## src/rtl/arb_buf_pkg.sv

```systemverilog
// Shared types, default sizes and helpers for the arbiter input buffer.
package arb_buf_pkg;

  localparam int DEF_N_PORTS = 4;
  localparam int DEF_DATA_W  = 32;
  localparam int DEF_DEPTH   = 4;
  localparam int MAX_PORTS   = 32;
  localparam int PTR_W       = $clog2(DEF_DEPTH);
  localparam int CNT_W       = PTR_W + 1;

  typedef logic [DEF_DATA_W-1:0] flit_t;
  typedef logic [PTR_W-1:0]      ptr_t;
  typedef logic [CNT_W-1:0]      cnt_t;

  // Binary index of the set bit; only meaningful for one-hot input.
  function automatic logic [4:0] onehot_to_idx(input logic [MAX_PORTS-1:0] oh);
    logic [4:0] idx;
    idx = '0;
    for (int i = 0; i < MAX_PORTS; i++) begin
      if (oh[i]) idx = 5'(i);
    end
    return idx;
  endfunction

endpackage

```

## src/rtl/arb_input_buffer_if.sv

```systemverilog
// Buffer <-> source/arbiter/downstream bundle; err_flags exists only with ARB_BUF_ERR_EN.
interface arb_input_buffer_if #(
  parameter int N_PORTS = 4,
  parameter int DATA_W  = 32
);
  localparam int IDX_W = (N_PORTS > 1) ? $clog2(N_PORTS) : 1;

  logic [N_PORTS-1:0]        in_valid;
  logic [N_PORTS-1:0]        in_ready;
  logic [N_PORTS*DATA_W-1:0] in_data;
  logic [N_PORTS-1:0]        request;
  logic [N_PORTS-1:0]        grant;
  logic                      any_grant;
  logic                      out_valid;
  logic                      out_ready;
  logic [DATA_W-1:0]         out_data;
  logic [IDX_W-1:0]          out_port;
`ifdef ARB_BUF_ERR_EN
  logic [1:0]                err_flags;
`endif

  modport slave (
    input  in_valid, in_data, grant, any_grant, out_ready,
`ifdef ARB_BUF_ERR_EN
    output err_flags,
`endif
    output in_ready, request, out_valid, out_data, out_port
  );

  modport master (
    output in_valid, in_data, grant, any_grant, out_ready,
`ifdef ARB_BUF_ERR_EN
    input  err_flags,
`endif
    input  in_ready, request, out_valid, out_data, out_port
  );

endinterface

```

## src/rtl/flit_fifo.sv

```systemverilog
// Single-clock per-port flit FIFO; push ignored when full, pop ignored when empty.
module flit_fifo #(
  parameter int DATA_W = 32,
  parameter int DEPTH  = 4
) (
  input  logic              clk,
  input  logic              reset,
  input  logic              push,
  input  logic              pop,
  input  logic [DATA_W-1:0] din,
  output logic [DATA_W-1:0] head,
  output logic              full,
  output logic              empty
);
  localparam int PTR_W = $clog2(DEPTH);

  logic [DATA_W-1:0] mem [DEPTH];
  logic [PTR_W-1:0]  wr_ptr;
  logic [PTR_W-1:0]  rd_ptr;
  logic [PTR_W:0]    cnt;
  logic              push_en;
  logic              pop_en;

  assign full    = (cnt == (PTR_W+1)'(DEPTH));
  assign empty   = (cnt == '0);
  assign head    = mem[rd_ptr];
  assign push_en = push && !full;
  assign pop_en  = pop && !empty;

  always_ff @(posedge clk or negedge reset) begin
    if (!reset) begin
      wr_ptr <= '0;
      rd_ptr <= '0;
      cnt    <= '0;
    end else begin
      if (push_en) wr_ptr <= wr_ptr + PTR_W'(1);
      if (pop_en)  rd_ptr <= rd_ptr + PTR_W'(1);
      case ({push_en, pop_en})
        2'b10:   cnt <= cnt + (PTR_W+1)'(1);
        2'b01:   cnt <= cnt - (PTR_W+1)'(1);
        default: cnt <= cnt;
      endcase
    end
  end

  // Storage carries no reset; occupancy alone decides what is valid.
  always_ff @(posedge clk) begin
    if (push_en) mem[wr_ptr] <= din;
  end

endmodule

```

## src/rtl/arb_input_buffer.sv

```systemverilog
// Per-port input buffers feeding the arbiter, with a registered output stage.
// Optional sticky grant-error flags are enabled by defining ARB_BUF_ERR_EN.
module arb_input_buffer
  import arb_buf_pkg::*;
#(
  parameter int N_PORTS = DEF_N_PORTS,
  parameter int DATA_W  = DEF_DATA_W,
  parameter int DEPTH   = DEF_DEPTH
) (
  input logic clk,
  input logic reset,
  arb_input_buffer_if.slave bus
);
  localparam int IDX_W = (N_PORTS > 1) ? $clog2(N_PORTS) : 1;

  logic [N_PORTS-1:0] full;
  logic [N_PORTS-1:0] empty;
  logic [N_PORTS-1:0] push;
  logic [N_PORTS-1:0] pop;
  logic [DATA_W-1:0]  head [N_PORTS];
  logic [DATA_W-1:0]  grant_head;
  logic               out_free;
  logic               grant_onehot;
  logic               valid_grant;

  assign out_free     = !bus.out_valid || bus.out_ready;
  assign bus.in_ready = ~full;
  // Requests drop while the output stalls so the arbiter pointer holds still.
  assign bus.request  = ~empty & {N_PORTS{out_free}};
  assign push         = bus.in_valid & ~full;
  assign grant_onehot = (bus.grant != '0) &&
                        ((bus.grant & (bus.grant - N_PORTS'(1))) == '0);
  assign valid_grant  = grant_onehot && ((bus.grant & bus.request) == bus.grant);
  assign pop          = valid_grant ? bus.grant : '0;

  for (genvar g = 0; g < N_PORTS; g++) begin : g_port
    flit_fifo #(
      .DATA_W (DATA_W),
      .DEPTH  (DEPTH)
    ) u_fifo (
      .clk   (clk),
      .reset (reset),
      .push  (push[g]),
      .pop   (pop[g]),
      .din   (bus.in_data[g*DATA_W +: DATA_W]),
      .head  (head[g]),
      .full  (full[g]),
      .empty (empty[g])
    );
  end

  always_comb begin
    grant_head = '0;
    for (int i = 0; i < N_PORTS; i++) begin
      grant_head = grant_head | (head[i] & {DATA_W{bus.grant[i]}});
    end
  end

  // Output stage: reload on any valid pop, otherwise drain when accepted.
  always_ff @(posedge clk or negedge reset) begin
    if (!reset) begin
      bus.out_valid <= 1'b0;
      bus.out_data  <= '0;
      bus.out_port  <= '0;
    end else if (valid_grant) begin
      bus.out_valid <= 1'b1;
      bus.out_data  <= grant_head;
      bus.out_port  <= IDX_W'(onehot_to_idx(MAX_PORTS'(bus.grant)));
    end else if (bus.out_ready) begin
      bus.out_valid <= 1'b0;
    end
  end

`ifdef ARB_BUF_ERR_EN
  logic [1:0] err_set;

  assign err_set[0] = (bus.grant != '0) && !grant_onehot;
  assign err_set[1] = ((bus.grant & ~bus.request) != '0) ||
                      (bus.any_grant != (|bus.grant));

  always_ff @(posedge clk or negedge reset) begin
    if (!reset) bus.err_flags <= '0;
    else        bus.err_flags <= bus.err_flags | err_set;
  end
`else
  logic unused_any_grant;
  assign unused_any_grant = bus.any_grant;
`endif

endmodule

```

## src/flat_wrapper.sv

```systemverilog
// flat-port wrapper written by rule: the top's interface ports become plain ports
module arb_input_buffer_flat import arb_buf_pkg::*;
#(
  parameter int N_PORTS = DEF_N_PORTS,
  parameter int DATA_W  = DEF_DATA_W,
  parameter int DEPTH   = DEF_DEPTH
)
  (clk, reset, bus_in_valid, bus_in_data, bus_grant, bus_any_grant, bus_out_ready, bus_in_ready, bus_request, bus_out_valid, bus_out_data, bus_out_port);
  arb_input_buffer_if #(.N_PORTS(N_PORTS), .DATA_W(DATA_W)) bus_i ();
  input logic clk;
  input logic reset;
  input wire logic [$bits(bus_i.in_valid)-1:0] bus_in_valid;
  input wire logic [$bits(bus_i.in_data)-1:0] bus_in_data;
  input wire logic [$bits(bus_i.grant)-1:0] bus_grant;
  input wire logic [$bits(bus_i.any_grant)-1:0] bus_any_grant;
  input wire logic [$bits(bus_i.out_ready)-1:0] bus_out_ready;
  output wire logic [$bits(bus_i.in_ready)-1:0] bus_in_ready;
  output wire logic [$bits(bus_i.request)-1:0] bus_request;
  output wire logic [$bits(bus_i.out_valid)-1:0] bus_out_valid;
  output wire logic [$bits(bus_i.out_data)-1:0] bus_out_data;
  output wire logic [$bits(bus_i.out_port)-1:0] bus_out_port;
  assign bus_i.in_valid = bus_in_valid;
  assign bus_i.in_data = bus_in_data;
  assign bus_i.grant = bus_grant;
  assign bus_i.any_grant = bus_any_grant;
  assign bus_i.out_ready = bus_out_ready;
  assign bus_in_ready = bus_i.in_ready;
  assign bus_request = bus_i.request;
  assign bus_out_valid = bus_i.out_valid;
  assign bus_out_data = bus_i.out_data;
  assign bus_out_port = bus_i.out_port;
  arb_input_buffer #(.N_PORTS(N_PORTS), .DATA_W(DATA_W), .DEPTH(DEPTH)) u_core (.clk(clk), .reset(reset), .bus(bus_i));
endmodule
```

## config.mk

```make
export PLATFORM = sky130hd
export DESIGN_NAME = arb_input_buffer_flat
export DESIGN_NICKNAME = d
export VERILOG_FILES = /design/src/rtl/arb_buf_pkg.sv /design/src/rtl/arb_input_buffer_if.sv /design/src/rtl/flit_fifo.sv /design/src/rtl/arb_input_buffer.sv /design/src/flat_wrapper.sv
export SDC_FILE = /design/constraint.sdc
export NUM_CORES = 1
export LEC_CHECK = 0
export ABC_AREA = 1
export CORE_ASPECT_RATIO = 2
export CORE_MARGIN = 3
export CORE_UTILIZATION = 58
export CTS_BUF_LIST = sky130_fd_sc_hd__clkbuf_8 sky130_fd_sc_hd__clkbuf_16
export CTS_CLUSTER_SIZE = 20
export DETAILED_ROUTE_END_ITERATION = 6
export MAX_ROUTING_LAYER = met4
export PLACE_DENSITY = 0.79
export SKIP_LAST_GASP = 1
export SLEW_MARGIN = 10
export SYNTH_ARGS = -nofsm -noshare
export SYNTH_HDL_FRONTEND = slang
export SYNTH_SLANG_ARGS = --single-unit
export TNS_END_PERCENT = 30
```

## constraint.sdc

```tcl
create_clock -name clk -period 3.08 [get_ports clk]
set_clock_uncertainty 0.05 [all_clocks]
set_input_delay 0.77 -clock clk [delete_from_list [all_inputs] [get_ports clk]]
set_output_delay 0.77 -clock clk [all_outputs]
set_load 0.02 [all_outputs]
```

==> flow_summary.yaml, run 1 <==
outcome:
  outcome: "finished clean"
worst_hold_path:
  min_path_type: "in2async"
clock_network:
  clock_sinks: 575
  htreeDepth: 2
  cts_tree: "done"
  cts.clk_slew.worst_paths_ns: 0.06
  clock-root-buffer: "clkbuf_16"
  cts_setup_buffers: 0
  cts_hold_buf: 0
  cts_buffer_depth: 3
  numCtsBuffers: 47
  clock_latency_ns: 0.57
setup_path:
  cpMaxStageDelayCell: "clkdlybuf4s50_1"
  cp_num_buf_inv: 5
  crit_start: "bus_out_ready"
  critPathLaunchType: "primary input"
  r2r_start: "u_core.bus.out_valid$_DFFE_PN0P_"
  worst-r2r-cell-count: 13
  cp.depth: 7
  critPathCaptureType: "output port"
  cpPeakStageDelay_ns: 0.59
  crit_chain: "clkdlybuf4s50_1 > inv_1 > nand2_1 > nand2_1 > buf_4 > inv_1 > clkdlybuf4s50_1"
  crit_path_end: "bus_request[3]"
  reg2reg_slack_ns: 0.66
  cp.required_ns: 2.26
  crit_type: "in2out"
  critPathTopFamily: "buffers and inverters"
  worstPathArrival_ns: 2.25
  regToRegEndpoint: "u_core.g_port[2].u_fifo.cnt[2]$_DFFE_PN0P_"
  cp_max_fo: 5
synthesis:
  avgSynthCellArea_sq_um: 12.0
  ys_warn_count: 0
  syn-num-nets: 2086
  synthesis.area_sq_um: 23200
  synth_seq_cells: 575
  ys_types: 23
  synthCells: 1922
  seq_area_frac_synth_pct: 73.2
sta:
  rsz0062_at_grt: "yes"
  period_share_pct: 99.8
  fin_crit_ns: 3.07
  finalSetupViolations: 0
  slew_viol_final: 0
  max_freq_mhz: 325
  slew_headroom_pct: 33.3
  setup_tns_ns: 0
  worstMarginPinSlew_ns: 1.00
  hold_viol: 0
die:
  core_area_sq_um: 39100
  num_io_pins: 183
  die-area_sq_um: 42500
  start_util_pct: 59.3
  die-height_microns: 289
  rows: 102
  die_width_microns: 147
finish:
  fillers: 2622
  layout-drive-gt1-share_pct: 8.34
  fin_util_pct: 70.2
  stdcell_area_sq_um: 27400
  final_cell_mix: "nand2_1, edfxtp_1, nand3_1"
  layout_commonest_cell: "nand2_1"
  final_cells: 2674
  area_growth_pct: 18.3
  num-nets-final: 2273
route:
  firstDrtPassIters: 6
  wl_per_cell_microns: 21.2
  antenna_left: 0
  vias_per_cell: 5.80
  drc_errors: 0
  drt-initial-drc-count: 1286
  wl_microns: 56600
  vias: 15500
place:
  io_buffers: 181
  place_hpwl_microns: 37300
  dp.cells: 2580
  placed_area_sq_um: 25800
  gp_congestion: 0.868
power_and_ir_drop:
  total_power_mw: 25.4
  power.leakage_nw: 10.4
  p_sw_share_pct: 34.9
  combPwrFrac_pct: 32.7
  internal_power_mw: 16.5
  ir_drop_uv: 551
  seqPwrFrac_pct: 43.2
  clockPowerShare_pct: 24.1
  power.density_nw_per_um2: 927
  p_sw_mw: 8.87
global_route:
  antenna_found_initial: 7
  grt.total_usage_pct: 27.3
  grt_pass1_vias: 15800
  grt_pass1_wl_microns: 87100
  grt-ovfl-total: 0
  grt_max_degree: 67
run:
  drv_cap: 0
[state kept, by name, summed over array words and instances, names as in the netlist]
| name | flops |
|---|---|
| u_core.g_port.u_fifo.cnt | 12 |
| u_core.g_port.u_fifo.mem | 512 |
| u_core.g_port.u_fifo.wr_ptr | 8 |
| u_core.g_port.u_fifo.rd_ptr | 8 |
| u_core.bus.out_port | 2 |
| u_core.bus.out_valid | 1 |
| u_core.bus.out_data | 32 |
[stage by stage]
| step | worst slack (ns) | hold slack (ns) |
|---|---|---|
| CTS | -0.000832 | 0.326 |
| global route | -0.0632 | 0.364 |
| detailed placement | -0.204 | 0.423 |
| global placement | -0.0632 | 0.413 |
| finish | 0.00572 | 0.311 |
| floorplan | 0.295 | 0.400 |
[kinds of logic after synthesis]
kind of cell             after synthesis  share of synthesized area (%)
adder cells (fa/ha/maj)               24                           1.43
AO/OA/AOI/OAI                         16                          0.346
flip-flops                           575                           73.2
buffers and inverters                170                           3.52
XOR/XNOR                              16                          0.605
AND/OR/NAND/NOR                     1121                           20.9
[worst min-delay path by stage]
stage | slack (ns) | end | cells after the start | start
finish | 0.31 | u_core.g_port[1].u_fifo.wr_ptr[0]$_DFFE_PN0P_ | 1 | reset
CTS | 0.33 | u_core.g_port[1].u_fifo.wr_ptr[0]$_DFFE_PN0P_ | 1 | reset
detailed placement | 0.42 | u_core.bus.out_data[17]$_DFFE_PN0N_ | 2 | u_core.bus.out_data[17]$_DFFE_PN0N_
global placement | 0.41 | u_core.g_port[1].u_fifo.cnt[1]$_DFFE_PN0P_ | 2 | u_core.g_port[1].u_fifo.cnt[1]$_DFFE_PN0P_
floorplan | 0.40 | u_core.g_port[1].u_fifo.cnt[1]$_DFFE_PN0P_ | 2 | u_core.g_port[1].u_fifo.cnt[1]$_DFFE_PN0P_
global route | 0.36 | u_core.g_port[0].u_fifo.cnt[2]$_DFFE_PN0P_ | 1 | reset
[area by class of cell]
type                       instances  area [sq um]  area share (%)
tap                              520           651            2.37
sequential                       575         17000            61.9
timing repair buffer             245          2490            9.09
clock buffer                      51          1250            4.57
multi-input combinational       1177          5470            20.0
antenna                            7          17.5          0.0639
clock inverter                    36           329            1.20
inverter                          63           236           0.863
[power groups by stage]
stage	combinational (mW)	clock (mW)	sequential, mW
after floorplan	4.93	0	11.3
after global placement	7.91	0	11.0
after detailed placement	8.27	0	11.1
after CTS	8.37	6.19	11.0
after global routing	9.18	6.50	11.1
final	8.32	6.12	11.0
[Yosys cell counts]
cell        n  area share, %
nand2_1   655             11
edfxtp_1  512             66
nand3_1   402            8.7
dfrtp_1    63            6.8
buf_2      58            1.3
inv_1      56           0.91
nand4_1    32           0.86
clkbuf_1   25           0.41
nor2_1     22           0.36
ha_1       20            1.1
xor2_1     12           0.45
buf_6      11           0.53
a21oi_1     8           0.17
o21ai_0     8           0.17
buf_1       7           0.11
inv_2       7           0.11
buf_4       6           0.19
nand2_2     5           0.14
fa_1        4           0.35
xnor2_1     4           0.15
nor2_4      3           0.15
nand2_4     1          0.049
nand3_2     1          0.043
[routing by layer]
layer  part of all wire, %  routed length [microns]  track usage (%)
met1                    36                    20600             32.8
met2                    54                    30400             47.6
met3                   6.3                     3590             3.38
met4                   3.5                     2010             10.7
met5                     0                        0                -
[repair_timing]
| action | CTS | global route |
|---|---|---|
| pin swaps | 0 | 0 |
| resized for setup | 1 | 1 |
| setup endpoints to repair | 2 | 2 |
Power figures use the tool's default switching activity.
==> inputs of run 2 (changes only) <==
--- a/config.mk
+++ b/config.mk
@@ -8,12 +8,11 @@
 export ABC_AREA = 1
 export CORE_ASPECT_RATIO = 2
 export CORE_MARGIN = 3
-export CORE_UTILIZATION = 58
+export CORE_UTILIZATION = 27
 export CTS_BUF_LIST = sky130_fd_sc_hd__clkbuf_8 sky130_fd_sc_hd__clkbuf_16
 export CTS_CLUSTER_SIZE = 20
 export DETAILED_ROUTE_END_ITERATION = 6
 export MAX_ROUTING_LAYER = met4
-export PLACE_DENSITY = 0.79
 export SKIP_LAST_GASP = 1
 export SLEW_MARGIN = 10
 export SYNTH_ARGS = -nofsm -noshare
==> flow_summary.yaml, run 2 (synthesis gave the netlist of run 1 again) <==
place:
  io_buffers: 181
  gp_congestion: 0.809
  place_hpwl_microns: 46600
  pre_cts_ws_ns: -0.276
sta:
  slew_headroom_pct: 45.0
  max_freq_mhz: 325
  fin_crit_ns: 3.08
  hold_viol: 0
  rsz0062_at_grt: "yes"
  period_share_pct: 99.9
  worstMarginPinSlew_ns: 0.824
  fin_worst_hold_slack_ns: 0.0984
  fin_ws_ns: 0.00311
  slew_viol_final: 0
  finalSetupViolations: 0
setup_path:
  r2r_start: "u_core.g_port[0].u_fifo.cnt[0]$_DFFE_PN0P_"
  crit_type: "in2out"
  cp_max_fo: 5
  critPathLaunchType: "primary input"
  cp.required_ns: 2.26
  worstPathArrival_ns: 2.26
  worst-r2r-cell-count: 9
  critPathCaptureType: "output port"
  reg2reg_slack_ns: 0.47
  regToRegEndpoint: "u_core.g_port[0].u_fifo.cnt[2]$_DFFE_PN0P_"
power_and_ir_drop:
  p_sw_mw: 9.21
  power.density_nw_per_um2: 909
  seqPwrFrac_pct: 42.9
  combPwrFrac_pct: 34.0
  ir_drop_uv: 589
  clockPowerShare_pct: 23.1
  power.leakage_nw: 10.4
  internal_power_mw: 16.3
  p_sw_share_pct: 36.0
route:
  firstDrtPassIters: 5
  wl_microns: 68200
  vias: 15300
  vias_per_cell: 4.72
  drt-initial-drc-count: 1300
  drc_errors: 0
  wl_per_cell_microns: 21.0
  antenna_left: 0
clock_network:
  htreeDepth: 2
  clock_latency_ns: 0.59
  cts_setup_buffers: 0
  cts_tree: "done"
  cts.clk_slew.worst_paths_ns: 0.06
  clock_sinks: 575
  numCtsBuffers: 48
  cts_buffer_depth: 3
  cts_hold_buf: 0
  clock-root-buffer: "clkbuf_16"
finish:
  fin_util_pct: 33.1
  area_growth_pct: 21.4
  num-nets-final: 2289
  largestRegisters: "u_core.g_port.u_fifo.mem x512, u_core.bus.out_data x32, u_core.g_port.u_fifo.cnt x12"
  largest_reg_flops: 512
  largest-register: "u_core.g_port.u_fifo.mem"
  multi_input_area_sq_um: 5430
  layout_commonest_cell: "nand2_1"
  final_cell_mix: "nand2_1, edfxtp_1, nand3_1"
  layout-drive-gt1-share_pct: 8.37
  seq_area_sq_um: 17000
  fillers: 8233
die:
  rows: 151
  die-area_sq_um: 89500
  die_width_microns: 213
  num_io_pins: 183
  start_util_pct: 27.3
  die-height_microns: 420
  core_area_sq_um: 84800
run:
  drv_cap: 0
worst_hold_path:
  min_path_type: "in2async"
global_route:
  antenna_found_initial: 18
  grt-ovfl-total: 0
  grt_max_degree: 67
  grt.total_usage_pct: 15.4
  grt_pass1_wl_microns: 98900
  grt_pass1_vias: 15300
outcome:
  outcome: "finished clean"
-- run 2: changes by cell type in the layout (fill, tap and decap cells not counted), moves of 6 or more --
cell and delta:
clkinv_1 +6, clkinv_2 -11, diode_2 +11, nor2_4 -8, nor2_2 +8, buf_4 +16
inv_1 +7
-- run 2: final cells by class --
class	count	area share [%]
timing repair buffer	260	9.22
multi-input combinational	1177	19.3
antenna	18	0.160
clock buffer	53	4.52
clock inverter	34	0.833
tap	1071	4.77
sequential	575	60.3
inverter	63	0.841
-- run 2: repair_timing --
item,4_1_cts,5_1_grt
setup endpoints to repair,2,3
pin swaps,0,0
resized for setup,1,1
-- run 2: worst max-delay path: stages --
cell	delay, ns
clkdlybuf4s50_1	0.45
inv_1	0.03
nand2_1	0.13
nand2_1	0.10
buf_4	0.13
inv_1	0.04
clkdlybuf4s50_1	0.59
-- run 2: layer usage --
metal	global-route usage, %	share of wire, %
met1	17.5	37
met2	25.5	49
met3	2.91	7.4
met4	8.77	6.4
met5	-	0
-- run 2: metrics by stage --
step	power (mW)	std cells	instance area [sq um]	TNS [ns]
2_1_floorplan	16.2	1922	23200	0
3_3_place_gp	19.6	3146	26600	-0.597
3_5_place_dp	19.9	3146	26600	-0.831
4_1_cts	25.9	3233	28100	-0.00962
5_1_grt	27.0	3248	28100	-0.176
6_report	25.5	3251	28100	0
-- run 2: worst max path at each step --
stage,from,to,slack [ns],depth (start not counted)
5_1_grt,bus_out_ready,bus_request[1],-0.1,7
3_5_place_dp,bus_out_ready,u_core.g_port[2].u_fifo.cnt[2]$_DFFE_PN0P_,-0.28,15
3_3_place_gp,bus_out_ready,u_core.g_port[2].u_fifo.cnt[2]$_DFFE_PN0P_,-0.24,15
4_1_cts,bus_out_ready,bus_request[2],-0.01,7
2_1_floorplan,bus_in_valid[1],u_core.g_port[1].u_fifo.mem[0][0]$_DFFE_PP_,0.29,2
6_report,bus_out_ready,bus_request[3],0.003,7
-- run 2: power by group through the flow --
stage / logic [mW] / clock network [mW] / registers, mW
after global routing: 9.59 / 6.30 / 11.1
after floorplan: 4.93 / 0 / 11.3
after CTS: 8.86 / 6.04 / 11.0
after global placement: 8.57 / 0 / 11.0
final: 8.68 / 5.89 / 11.0
after detailed placement: 8.83 / 0 / 11.1
